### src/rtl/monitor_contador16_pkg.sv
// -----------------------------------------------------------------------------
// monitor_contador16_pkg
// Shared widths, counter mode encodings and monitor FSM states used by the
// 16-bit counter monitor and its combinational reference model.
// -----------------------------------------------------------------------------
package monitor_contador16_pkg;

  localparam int Q_W     = 16;
  localparam int RCO_W   = 4;
  localparam int NIBBLES = Q_W / 4;
  localparam int ERR_W   = 8;
  localparam int WRAP_W  = 16;

  localparam logic [ERR_W-1:0] ERR_MAX = '1;

  typedef enum logic [1:0] {
    MODO_UP    = 2'b00,
    MODO_DOWN  = 2'b01,
    MODO_DOWN3 = 2'b10,
    MODO_LOAD  = 2'b11
  } modo_t;

  typedef enum logic {
    ST_UNSYNC = 1'b0,
    ST_TRACK  = 1'b1
  } state_t;

endpackage

### src/rtl/monitor_contador16_modelo.sv
// -----------------------------------------------------------------------------
// modelo_contador16
// Purely combinational reference model of the 16-bit counter: given the
// current model value, the mode and the load bus, produce the next value and
// the per-nibble ripple-carry (carry out when counting up, borrow out when
// counting down).
//   q_i        current model value
//   modo_i     counter mode
//   d_i        load value
//   q_next_o   next model value (modulo 2^16)
//   rco_next_o per-nibble carry/borrow of this update (0000 on load)
// -----------------------------------------------------------------------------
module modelo_contador16
  import monitor_contador16_pkg::*;
(
  input  logic [Q_W-1:0]   q_i,
  input  logic [1:0]       modo_i,
  input  logic [Q_W-1:0]   d_i,
  output logic [Q_W-1:0]   q_next_o,
  output logic [RCO_W-1:0] rco_next_o
);

  logic [Q_W-1:0] step;
  logic           up;
  logic           carry;
  logic [4:0]     sum;

  // NOTE: every signal written here gets a default first so no path leaves a
  // value unassigned; that is what keeps always_comb free of inferred latches.
  always_comb begin
    step       = '0;
    up         = 1'b1;
    carry      = 1'b0;
    sum        = '0;
    q_next_o   = q_i;
    rco_next_o = '0;

    unique case (modo_i)
      MODO_UP:    begin step = 16'd1; up = 1'b1; end
      MODO_DOWN:  begin step = 16'd1; up = 1'b0; end
      MODO_DOWN3: begin step = 16'd3; up = 1'b0; end
      default:    begin step = '0;    up = 1'b1; end
    endcase

    if (modo_i == MODO_LOAD) begin
      q_next_o   = d_i;
      rco_next_o = '0;
    end else begin
      // Ripple nibble by nibble so each nibble's carry/borrow is visible.
      // In 5-bit subtraction an underflow leaves bit 4 set, i.e. the borrow.
      for (int i = 0; i < NIBBLES; i++) begin
        if (up) begin
          sum = {1'b0, q_i[4*i +: 4]} + {1'b0, step[4*i +: 4]} + {4'd0, carry};
        end else begin
          sum = {1'b0, q_i[4*i +: 4]} - {1'b0, step[4*i +: 4]} - {4'd0, carry};
        end
        q_next_o[4*i +: 4] = sum[3:0];
        carry              = sum[4];
        rco_next_o[i]      = sum[4];
      end
    end
  end

endmodule

### src/rtl/monitor_contador16.sv
// -----------------------------------------------------------------------------
// monitor_contador16
// Passive monitor for a 16-bit up/down/down-by-3/load counter. It keeps its own
// model of the counter, synchronises on the first load, then flags every cycle
// where the observed Q/RCO disagree with the model.
//   clk, reset         clock, asynchronous active-high reset
//   enb, modo, D       the counter's own control inputs (observed only)
//   Q, RCO             counter outputs under observation
//   synced             model holds a known counter value
//   err                one-cycle pulse per mismatch
//   err_sticky         set on first mismatch, cleared only by reset
//   err_count          saturating mismatch count
//   wrap_count         predicted full wraps (model RCO[3] set), modulo 2^16
// -----------------------------------------------------------------------------
module monitor_contador16
  import monitor_contador16_pkg::*;
(
  input  logic              clk,
  input  logic              reset,
  input  logic              enb,
  input  logic [1:0]        modo,
  input  logic [Q_W-1:0]    D,
  input  logic [Q_W-1:0]    Q,
  input  logic [RCO_W-1:0]  RCO,
  output logic              synced,
  output logic              err,
  output logic              err_sticky,
  output logic [ERR_W-1:0]  err_count,
  output logic [WRAP_W-1:0] wrap_count
);

  state_t             state_q;
  logic [Q_W-1:0]     q_exp_q;
  logic [RCO_W-1:0]   rco_exp_q;
  logic [Q_W-1:0]     q_exp_d;
  logic [RCO_W-1:0]   rco_exp_d;
  logic               synced_q;
  logic               err_q;
  logic               err_sticky_q;
  logic [ERR_W-1:0]   err_count_q;
  logic [WRAP_W-1:0]  wrap_count_q;
  logic               mismatch;

  modelo_contador16 u_modelo (
    .q_i        (q_exp_q),
    .modo_i     (modo),
    .d_i        (D),
    .q_next_o   (q_exp_d),
    .rco_next_o (rco_exp_d)
  );

  // Current observed outputs against current model contents.
  assign mismatch = (Q != q_exp_q) || (RCO != rco_exp_q);

  // NOTE: sequential state uses non-blocking assignments so every register
  // samples pre-edge values, matching the counter it is shadowing.
  always_ff @(posedge clk or posedge reset) begin
    // NOTE: the model registers are reset too; tracking restarts from a clean
    // UNSYNC state rather than from stale model contents.
    if (reset) begin
      state_q      <= ST_UNSYNC;
      q_exp_q      <= '0;
      rco_exp_q    <= '0;
      synced_q     <= 1'b0;
      err_q        <= 1'b0;
      err_sticky_q <= 1'b0;
      err_count_q  <= '0;
      wrap_count_q <= '0;
    end else begin
      err_q <= 1'b0;
      unique case (state_q)
        ST_UNSYNC: begin
          // Count modes carry no information until a known value is loaded.
          if (enb && (modo == MODO_LOAD)) begin
            q_exp_q   <= D;
            rco_exp_q <= '0;
            state_q   <= ST_TRACK;
            synced_q  <= 1'b1;
          end
        end
        ST_TRACK: begin
          if (mismatch) begin
            err_q        <= 1'b1;
            err_sticky_q <= 1'b1;
            if (err_count_q != ERR_MAX) begin
              err_count_q <= err_count_q + 1'b1;
            end
          end
          if (enb) begin
            q_exp_q   <= q_exp_d;
            rco_exp_q <= rco_exp_d;
            if (rco_exp_d[RCO_W-1]) begin
              wrap_count_q <= wrap_count_q + 1'b1;
            end
          end else begin
            rco_exp_q <= '0;
          end
        end
        default: state_q <= ST_UNSYNC;
      endcase
    end
  end

  assign synced     = synced_q;
  assign err        = err_q;
  assign err_sticky = err_sticky_q;
  assign err_count  = err_count_q;
  assign wrap_count = wrap_count_q;

endmodule
### config.mk
export PLATFORM = sky130hd
export DESIGN_NAME = monitor_contador16
export DESIGN_NICKNAME = d
export VERILOG_FILES = /design/src/rtl/monitor_contador16_pkg.sv /design/src/rtl/monitor_contador16_modelo.sv /design/src/rtl/monitor_contador16.sv
export SDC_FILE = /design/constraint.sdc
export NUM_CORES = 1
export LEC_CHECK = 0
export BUFFER_PORTS_ARGS = -buffer_cell sky130_fd_sc_hd__buf_2
export CORE_ASPECT_RATIO = 2
export CORE_MARGIN = 8
export CORE_UTILIZATION = 60
export DETAILED_ROUTE_END_ITERATION = 6
export PLACE_DENSITY = 0.89
export SETUP_SLACK_MARGIN = 0.4
export SLEW_MARGIN = 20
export SYNTH_ARGS = -nofsm -noshare
export SYNTH_HDL_FRONTEND = slang
export SYNTH_HIERARCHICAL = 1
export SYNTH_SLANG_ARGS = --single-unit
### constraint.sdc
create_clock -name clk -period 13 [get_ports clk]
set_clock_uncertainty 0.05 [all_clocks]
set_input_delay 1.95 -clock clk [delete_from_list [all_inputs] [get_ports clk]]
set_output_delay 1.95 -clock clk [all_outputs]
set_load 0.005 [all_outputs]
==> flow_metrics.py <==
metrics = {
    "run_status": {
        "outcome": "complete, no violations",
    },
    "placed_design": {
        "routabilityCongestion": 0.837,
        "io_buffer_count": 67,
        "pre_cts_ws_ns": 5.56,
        "dpl_cell_area_um2": 3730,
        "dpl.hpwl_um": 6300,
    },
    "timing": {
        "rsz0062_at_grt": "no",
        "finalSetupViolations": 0,
        "max_slew.worst_pin.slew_ns": 0.839,
        "min_period_ns": 7.30,
        "slew_headroom_pct": 44.0,
        "period_share_pct": 56.1,
        "tns_ns": 0,
        "finalHoldViolCount": 0,
        "max_freq_mhz": 137,
        "fin_ws_ns": 5.70,
        "final-max-slew-violation-count": 0,
    },
    "logic_synthesis": {
        "ys_types": 48,
        "synth_xor_area_share_pct": 10.9,
        "synthMostInstantiatedCell": "nand2_1",
        "synth-adder-area-share_pct": 8.76,
        "async_reset_ff_share_pct": 100,
        "ys.flop_type": "dfrtp_1",
        "yosysTopAreaCell": "dfrtp_1",
        "synth_compound_area_share_pct": 11.5,
        "synth_simple_gate_area_share_pct": 19.2,
        "ys_ff_latch": 48,
        "syn_avg_cell_area_um2": 9.83,
        "synth_nets": 407,
        "synth_top_family_by_area": "simple AND/OR/NAND/NOR gates",
        "yosysSeqAreaShare_pct": 35.6,
        "ys_top_cells_by_area": "dfrtp_1, xnor2_1, ha_1, mux2i_1, nand2_1",
        "synthMuxAreaShare_pct": 9.76,
        "synth-edff-count": 0,
        "yosys.area.top_type_share_pct": 35.6,
        "yosys_warnings": 6,
        "syn_inst": 343,
        "synth_top_cells_by_count": "nand2_1, dfrtp_1, xnor2_1, o21ai_0",
        "syn-cell-area_um2": 3370,
    },
    "worst_setup_path": {
        "path_max_fanout": 36,
        "startpoint_type": "input pin",
        "critPathRequiredTime_ns": 13.14,
        "crit_arrival_ns": 7.44,
        "critical_path_class": "in -> reg",
        "critPathCaptureType": "flip-flop",
    },
    "power_and_ir_drop": {
        "power.density_nw_per_um2": 146,
        "peakVddDrop_v": 0.000143,
        "p_leak_nw": 2.00,
    },
    "finish": {
        "layout.nets": 472,
        "n_antenna_cell": 0,
        "drive_gt1_share_pct": 25.0,
        "fill_cells": 444,
        "stdcell_area_um2": 3830,
        "area.growth.synth_to_final_pct": 13.5,
        "utilization_pct": 70.6,
    },
    "routing": {
        "m1WireLength_um": 2920,
        "top_layer_used": "met4",
        "ant_nets": 0,
        "vias": 2765,
        "vias_per_cell": 5.91,
        "wl_um": 8170,
        "first_pass_iters": 4,
        "drt_iter0_drc": 134,
        "met3WireLength_um": 410,
        "wl_met2_um": 4530,
        "avgRoutedWirePerCell_um": 17.5,
        "drc": 0,
    },
    "clocking": {
        "cts.sinks": 48,
        "postCtsHoldBufs": 0,
        "cts_made_buffers": 5,
        "ctsResizeCount": 0,
        "clkTransAtPathRegs_ns": 0.08,
        "clk_latency_ns": 0.31,
        "cts_setup_buffers": 0,
        "cts_root_buf": "clkbuf_8",
        "cts_max_level": 2,
        "cts_tree": "yes",
        "cts_buffer_depth": 2,
    },
    "grt": {
        "grt_pass1_wl_um": 13300,
        "grt_pass1_vias": 2878,
        "grt_overflow": 0,
        "grt_start_max_net_pins": 49,
        "grt_usage_pct": 18.9,
        "antenna_found_initial": 0,
    },
    "floorplan": {
        "dieArea_um2": 8420,
        "ios": 68,
        "die-height_um": 122,
        "fp.coreArea_um2": 5420,
        "start_util_pct": 62.2,
        "die_w_um": 69.0,
        "fp-row-count": 38,
    },
    "hold_path": {
        "hp-class": "reg -> reg",
    },
    "run": {
        "max_cap_viol_count": 0,
    },
}
power breakdown:
| part | internal [mW] | total, mW | switching [mW] | leakage, nW |
|---|---|---|---|---|
| sequential | 0.182 | 0.233 | 0.0513 | 0.612 |
| clock | 0.0475 | 0.0971 | 0.0497 | 0.0503 |
| combinational | 0.116 | 0.228 | 0.111 | 1.33 |
layout by cell type, fill, tap and decap left out, drive strengths merged, types with 11 or more instances in the layout:
master  synthesis  final
a21oi          11     11
buf             7     70
dfrtp          48     48
ha             22     22
inv            18     17
mux2i          22     22
nand2          50     50
nor2           18     18
o21ai          29     29
xnor2          32     32
logic make-up after synthesis:
group,count (synthesis)
and+or+nand+nor,113
muxes,30
xor gates and xnor gates,42
buffers and inverters,30
DFF,48
AOI/OAI and AO/OA,57
adders and majority gates,23
area by class of cell:
cell class,count,area (um^2),share of cell area [%]
clock buffers,7,96.3,2.52
repair buffers,70,358,9.35
flip-flops and latches,48,1200,31.4
inverters,18,68.8,1.80
well taps,60,75.1,1.96
multi-input cells,265,2030,53.0
final timing paths:
check	startpoint	to	slack, ns	depth (start not counted)
max in group asynchronous	reset	wrap_count[8]	10.67	2
setup / recovery	modo[0]	wrap_count[14]	5.70	27
min in group asynchronous	reset	q_exp_q[2]	1.71	2
hold reg to reg	err_sticky	err_sticky	0.42	1
setup reg to reg	q_exp_q[0]	wrap_count[14]	7.69	24
hold / removal	err_sticky	err_sticky	0.42	1
state kept, by name, indices dropped and copies added (netlist names):
| name | cells |
|---|---|
| wrap_count | 16 |
| q_exp_q | 16 |
| err_sticky | 1 |
| synced | 1 |
| err_count | 8 |
| state_q | 1 |
| err | 1 |
| rco_exp_q | 4 |
through the flow:
step	power, mW	cells	hold WS (ns)
6_report	0.558	468	0.417
5_1_grt	0.593	468	0.429
4_1_cts	0.558	468	0.422
3_5_place_dp	0.460	461	0.404
3_3_place_gp	0.447	461	0.397
2_1_floorplan	0.393	343	0.415
layer usage:
layer	up-vias	track usage, %
met1	1336	18.0
met2	86	36.2
met4	0	10.7
met3	20	3.99
met5	-	0
li1	1323	-
worst max-delay path: stages:
cell,delay (ns)
buf_2,0.11
ha_1,0.18
buf_4,0.23
inv_1,0.24
ha_1,0.22
inv_1,0.06
fa_1,0.41
a21o_1,0.22
a21oi_2,0.19
xnor2_1,0.18
ha_1,0.23
ha_1,0.17
nand2_1,0.08
o31ai_2,0.31
ha_1,0.24
ha_1,0.21
nand2_4,0.06
o31ai_2,0.28
ha_1,0.29
ha_1,0.21
nand4b_1,0.13
a21oi_1,0.19
and3_1,0.27
nand4_1,0.22
nor2_1,0.23
nand4_1,0.15
xnor2_1,0.15
No activity file was read; power rests on OpenSTA's default activity.
